$ cat config.mk
export PLATFORM = sky130hd
export DESIGN_NAME = t_to_s_pipe
export DESIGN_NICKNAME = d
export VERILOG_FILES = /design/src/rtl/vnu_pkg.sv /design/src/rtl/t2s_skid.sv /design/src/rtl/t_to_s_pipe.sv
export SDC_FILE = /design/constraint.sdc
export NUM_CORES = 1
export LEC_CHECK = 0
export CORE_MARGIN = 4
export CORE_UTILIZATION = 48
export CTS_BUF_LIST = sky130_fd_sc_hd__clkbuf_8
export DETAILED_ROUTE_END_ITERATION = 12
export HOLD_SLACK_MARGIN = 0.03
export PLACE_DENSITY = 0.9
export SLEW_MARGIN = 20
export SYNTH_ARGS = -nofsm -noshare
export SYNTH_HDL_FRONTEND = slang
export SYNTH_SLANG_ARGS = --single-unit
export TNS_END_PERCENT = 30
$ cat constraint.sdc
create_clock -name clk -period 1.7 [get_ports clk]
set_input_delay 0.17 -clock clk [delete_from_list [all_inputs] [get_ports clk]]
set_output_delay 0.17 -clock clk [all_outputs]
set_load 0.005 [all_outputs]
$ cat src/rtl/vnu_pkg.sv
// Shared defaults and helpers for the two's-complement to sign-magnitude pipe.
// Optional per-frame saturation counter is enabled by defining T2S_SAT_CNT_EN.
package vnu_pkg;

  localparam int DATA_WIDTH_DEF = 5;
  localparam int CNT_WIDTH_DEF  = 8;
  localparam int SIGN_BIT       = DATA_WIDTH_DEF - 1;

  // Occupancy of the 2-entry elastic buffer.
  typedef enum logic [1:0] {
    SKID_EMPTY = 2'd0,
    SKID_ONE   = 2'd1,
    SKID_FULL  = 2'd2
  } skid_occ_e;

  function automatic int sign_bit_of(input int width);
    return width - 1;
  endfunction

endpackage

$ cat src/rtl/t2s_skid.sv
// Two-entry elastic buffer with a registered ready; the head entry drives the
// output directly, so accepted data appears on pop_data right after the accepting edge.
module t2s_skid
  import vnu_pkg::*;
#(
  parameter int WIDTH = DATA_WIDTH_DEF + 2
) (
  input  logic             clk,
  input  logic             rst_n,
  input  logic             push_valid,
  output logic             push_ready,
  input  logic [WIDTH-1:0] push_data,
  output logic             pop_valid,
  input  logic             pop_ready,
  output logic [WIDTH-1:0] pop_data
);

  logic [WIDTH-1:0] mem [2];
  logic             rd_ptr;
  logic             wr_ptr;
  skid_occ_e        occ;
  skid_occ_e        occ_next;
  logic             ready_q;
  logic             push;
  logic             pop;

  assign push       = push_valid & ready_q;
  assign pop        = (occ != SKID_EMPTY) & pop_ready;
  assign push_ready = ready_q;
  assign pop_valid  = (occ != SKID_EMPTY);
  assign pop_data   = mem[rd_ptr];

  // NOTE: occ_next gets its default before the case so no latch is inferred.
  always_comb begin
    occ_next = occ;
    case ({push, pop})
      2'b10:   occ_next = (occ == SKID_EMPTY) ? SKID_ONE : SKID_FULL;
      2'b01:   occ_next = (occ == SKID_FULL) ? SKID_ONE : SKID_EMPTY;
      default: occ_next = occ;
    endcase
  end

  // NOTE: the storage is reset on purpose: it drives out_data, which must read 0 in reset.
  // NOTE: sequential state is updated with non-blocking assignments only.
  always_ff @(posedge clk or negedge rst_n) begin
    if (!rst_n) begin
      mem[0]  <= '0;
      mem[1]  <= '0;
      rd_ptr  <= 1'b0;
      wr_ptr  <= 1'b0;
      occ     <= SKID_EMPTY;
      ready_q <= 1'b0;
    end else begin
      if (push) begin
        mem[wr_ptr] <= push_data;
        wr_ptr      <= ~wr_ptr;
      end
      if (pop) begin
        rd_ptr <= ~rd_ptr;
      end
      occ     <= occ_next;
      // Ready is a pure function of the next occupancy, never of pop_ready directly.
      ready_q <= (occ_next != SKID_FULL);
    end
  end

endmodule

$ cat src/rtl/t_to_s_pipe.sv
// Two's-complement to sign-magnitude converter behind a 2-entry skid buffer.
// Define T2S_SAT_CNT_EN to add the per-frame saturation counter and its strobe.
module t_to_s_pipe
  import vnu_pkg::*;
#(
  parameter int DATA_WIDTH = DATA_WIDTH_DEF,
  parameter int CNT_WIDTH  = CNT_WIDTH_DEF
) (
  input  logic                  clk,
  input  logic                  rst_n,
  input  logic [DATA_WIDTH-1:0] in_data,
  input  logic                  in_valid,
  input  logic                  in_last,
  output logic                  in_ready,
  output logic [DATA_WIDTH-1:0] out_data,
  output logic                  out_valid,
  output logic                  out_last,
  input  logic                  out_ready,
  output logic [CNT_WIDTH-1:0]  sat_cnt,
  output logic                  sat_cnt_valid
);

  localparam int              SB      = sign_bit_of(DATA_WIDTH);
  localparam int              PW      = DATA_WIDTH + 2;
  localparam logic [SB-1:0]   MAG_ONE = SB'(1);

  logic [DATA_WIDTH-1:0] conv_data;
  logic                  conv_sat;
  logic [PW-1:0]         push_data;
  logic [PW-1:0]         pop_data;
  logic                  pop_sat;

  // The most-negative value has no positive counterpart, so it clamps to max magnitude.
  always_comb begin
    conv_data = in_data;
    conv_sat  = 1'b0;
    if (in_data[SB]) begin
      conv_data[SB] = 1'b1;
      if (in_data[SB-1:0] == '0) begin
        conv_data[SB-1:0] = '1;
        conv_sat          = 1'b1;
      end else begin
        conv_data[SB-1:0] = (~in_data[SB-1:0]) + MAG_ONE;
      end
    end
  end

  assign push_data = {conv_sat, in_last, conv_data};

  t2s_skid #(
    .WIDTH (PW)
  ) u_skid (
    .clk        (clk),
    .rst_n      (rst_n),
    .push_valid (in_valid),
    .push_ready (in_ready),
    .push_data  (push_data),
    .pop_valid  (out_valid),
    .pop_ready  (out_ready),
    .pop_data   (pop_data)
  );

  assign {pop_sat, out_last, out_data} = pop_data;

`ifdef T2S_SAT_CNT_EN
  localparam logic [CNT_WIDTH-1:0] CNT_ONE = CNT_WIDTH'(1);

  logic                 fire;
  logic [CNT_WIDTH-1:0] acc;
  logic [CNT_WIDTH-1:0] next_total;
  logic [CNT_WIDTH-1:0] cnt_q;
  logic                 strobe_q;

  // Saturated samples are tallied as they leave, so each is attributed to the frame
  // its out_last closes even when the next frame is already queued in the buffer.
  assign fire       = out_valid & out_ready;
  assign next_total = (pop_sat && (acc != '1)) ? acc + CNT_ONE : acc;

  always_ff @(posedge clk or negedge rst_n) begin
    if (!rst_n) begin
      acc      <= '0;
      cnt_q    <= '0;
      strobe_q <= 1'b0;
    end else begin
      strobe_q <= fire & out_last;
      if (fire) begin
        if (out_last) begin
          cnt_q <= next_total;
          acc   <= '0;
        end else begin
          acc <= next_total;
        end
      end
    end
  end

  assign sat_cnt       = cnt_q;
  assign sat_cnt_valid = strobe_q;
`else
  logic unused_sat;

  assign unused_sat    = pop_sat;
  assign sat_cnt       = '0;
  assign sat_cnt_valid = 1'b0;
`endif

endmodule

==> flow_metrics.tcl <==
set metrics [dict create \
    grt_pass1_wl_um 2856 \
    fin_worst_hold_slack_ps 255.4 \
    detail_route.first_pass.iterations 4 \
    finalSetupTns_ps 0 \
    replace_congestion 0.8164 \
    worst_hold_path_type "primary input to async pin" \
    cts.root.buffer_cell "clkbuf_8" \
    powerDensity_mw_per_mm2 1571 \
    filler_cell_count 148 \
    synth_seq_area_share_pct 46.45 \
    critical_path.max_stage_delay_ps 460 \
    setup_viol 0 \
    critical-path-slowest-cell "dfrtp_2" \
    min_period_over_period_pct 98.51 \
    route.vias.total 657 \
    ir_drop_v 0.0008631 \
    die-width_um 51.68 \
    synth_warnings 0 \
    critPathArrivalTime_ps 1500 \
    grt_antenna_before_repair 0 \
    ctsLongestPathBuffers 2 \
    drive_above_1_share_pct 19.27 \
    routed_wirelength_um 1684 \
    synthTopCellsByArea "dfrtp_1 46%, mux2_2 11%, buf_4 7.4%, nand2_1 5.3%, o21ai_0 4.4%" \
    syn-mean-instance-area_um2 10.41 \
    worstSetupEndpointType "primary output" \
    place.port_buffers 17 \
    initial_core_utilization_pct 51.91 \
    setup_slack_ps 25.36 \
    fp.dieArea_mm2 0.002671 \
    rsz0062_at_grt "true" \
    portion_of_synthesized_cell_area_occupied_by_the_leading_cell_type_pct 46.45 \
    grt_start_max_net_pins 18 \
    remaining_drc_errors 0 \
    crit_required_ps 1530 \
    post_synthesis_cells 88 \
    post_synthesis_cell_area_um2 915.9 \
    grt-ovfl-total 0 \
    cts_made_buffers 3 \
    multi_input_logic_area_um2 425.4 \
    grt_pass1_vias 647 \
    drt-wirelength-per-cell_um 12.57 \
    maxClockFrequency_ghz 0.5971 \
    post_drt_via_cell_ratio 4.903 \
    final.min_clock_period_ps 1675 \
    status "complete, no violations" \
    number_of_nets_in_the_finished_design 123 \
    yosysUniqueCellTypes 27 \
    final_hold_viol_count 0 \
    finalMaxSlewViolations 0 \
    regArea_um2 426.7 \
    critical_path.startpoint_type "flip-flop" \
    synth_area_leader_cell "dfrtp_1" \
    tritoncts_clock_tree "yes" \
    dpl.hpwl_um 1302 \
    cellLeakagePower_nw 0.5636 \
    worst_setup_path_class "flip-flop to primary output" \
    core_mm2 0.001764 \
    htreeDepth 1 \
    detailedRoute.firstIterationViolations 7 \
    die_height_um 51.68 \
    globalRouteTotalUtil_pct 14.30 \
    clk-insertion-delay-late_ps 240 \
    fin_worst_skew_ps 0.5879 \
    drt.antenna.violating_nets 0 \
    worst-path-max-fanout 7 \
    diodes 0 \
    worstReg2RegStart "u_skid.occ[1]$_DFF_PN0_" \
    rows 15 \
    top_level_ports 27 \
    path_cells "mux2_2 > clkdlybuf4s50_1" \
    cts_sinks 17 \
    synth-seq-cells 17 \
    area.growth.synth_to_final_pct 25.68 \
    cts.clk_slew.worst_paths_ps 60 \
    crit_path_start "u_skid.rd_ptr$_DFFE_PN0P_" \
    post-place-ws_ps 60.10 \
    maxCapViolCount 0 \
    total_power_mw 1.808 \
]
final timing paths:
check                                              endpoint  slack, ps  depth (start not counted)
worst min register to register    u_skid.mem[9]$_DFFE_PN0P_        470                          2
min in group clk                  u_skid.mem[9]$_DFFE_PN0P_        470                          2
worst max register to register  u_skid.push_ready$_DFF_PN0_        110                          6
worst max-delay path                               out_last         30                          2
max in group asynchronous         u_skid.rd_ptr$_DFFE_PN0P_       1250                          2
worst min-delay path              u_skid.mem[5]$_DFFE_PN0P_        260                          2
cell usage in the layout (no fill, tap or decap):
cell and instances:
a21boi_0 1, nand3_2 1, ha_1 3, o311ai_0 1, xnor2_1 1, or2_2 1, o22ai_1 1, clkdlybuf4s50_1 14
dlymetal6s2s_1 3, o41a_1 1, dfrtp_1 16, nor2b_1 1, dfrtp_2 1, mux2_2 9, o21ai_0 8, nor3_1 1
nand2b_1 2, buf_4 4, conb_1 9, a21oi_1 1, mux2_4 1, o21ai_1 2, clkbuf_8 3, mux2i_1 1
nand2_1 12, nand2_2 1, o22a_1 1, nor3b_1 1, inv_1 5, nand3b_1 3
timing repair:
item,in CTS,in global routing
setup endpoints to repair,6,7
pin swaps,0,0
hold buffers,0,0
gates resized for setup,1,4
buffers inserted,1,0
worst max-delay path: cells and delay by family (launching register included):
family | cells | cell delay, ps
flip-flops | 1 | 460
buffers and inverters | 1 | 440
multiplexers | 1 | 360
area by class of cell:
| cell class | count | share of cell area [%] |
|---|---|---|
| Sequential cell | 17 | 37.07 |
| Timing Repair Buffer | 21 | 18.04 |
| Multi-Input combinational cell | 63 | 36.96 |
| Inverter | 4 | 1.304 |
| Clock inverter | 1 | 0.3261 |
| Clock buffer | 3 | 3.587 |
| Tap cell | 25 | 2.717 |
power breakdown:
part	internal (mW)	leakage, nW	switching, mW	total, mW
Sequential	0.598	0.204	0.130	0.728
Combinational	0.502	0.333	0.293	0.795
Clock	0.160	0.0269	0.125	0.284
Total	1.26	0.564	0.549	1.81
through the flow:
| step | std cells | utilization [%] | instance area [um^2] |
|---|---|---|---|
| 2_1_floorplan | 96 | - | 945.9 |
| 4_1_cts | 134 | 64.68 | 1141 |
| 3_5_place_dp | 129 | 61.63 | 1087 |
| 5_1_grt | 134 | 65.25 | 1151 |
| 3_3_place_gp | 129 | 61.63 | 1087 |
| 6_report | 134 | 65.25 | 1151 |
state kept, by name, indices dropped and copies added (netlist names):
name / cells
u_skid.mem: 12
u_skid.occ: 2
u_skid.push_ready: 1
u_skid.rd_ptr: 1
u_skid.wr_ptr: 1
Yosys cell counts, drive strengths merged:
master	number
a21boi	1
a21oi	1
buf	11
clkbuf	1
conb	1
dfrtp	17
ha	3
inv	4
mux2	10
mux2i	1
nand2	13
nand2b	2
nand3	1
nand3b	3
nor2b	1
nor3	1
nor3b	1
o21ai	10
o22a	1
o22ai	1
o311ai	1
o41a	1
or2	1
xnor2	1
metal layers:
metal | vias up | GRT usage (%) | share of wire, %
li1 | 326 | - | -
met1 | 319 | 17.28 | 44
met2 | 12 | 25.85 | 52
met3 | 0 | 2.579 | 4.0
met4 | 0 | 3.930 | 0
met5 | - | 0 | 0
kinds of logic (layout without fill, tap and decap cells):
logic type / Yosys count / after routing / synth area share, %
simple gates: 23 / 23 / 12.98
flops: 17 / 17 / 46.45
compound gates: 16 / 16 / 10.66
buf+inv: 16 / 29 / 10.65
mux: 11 / 11 / 13.80
fa+ha+maj: 3 / 3 / 4.099
other cells: 1 / 9 / 0.4094
xor+xnor: 1 / 1 / 0.9565
(Power assumes the default switching activity.)
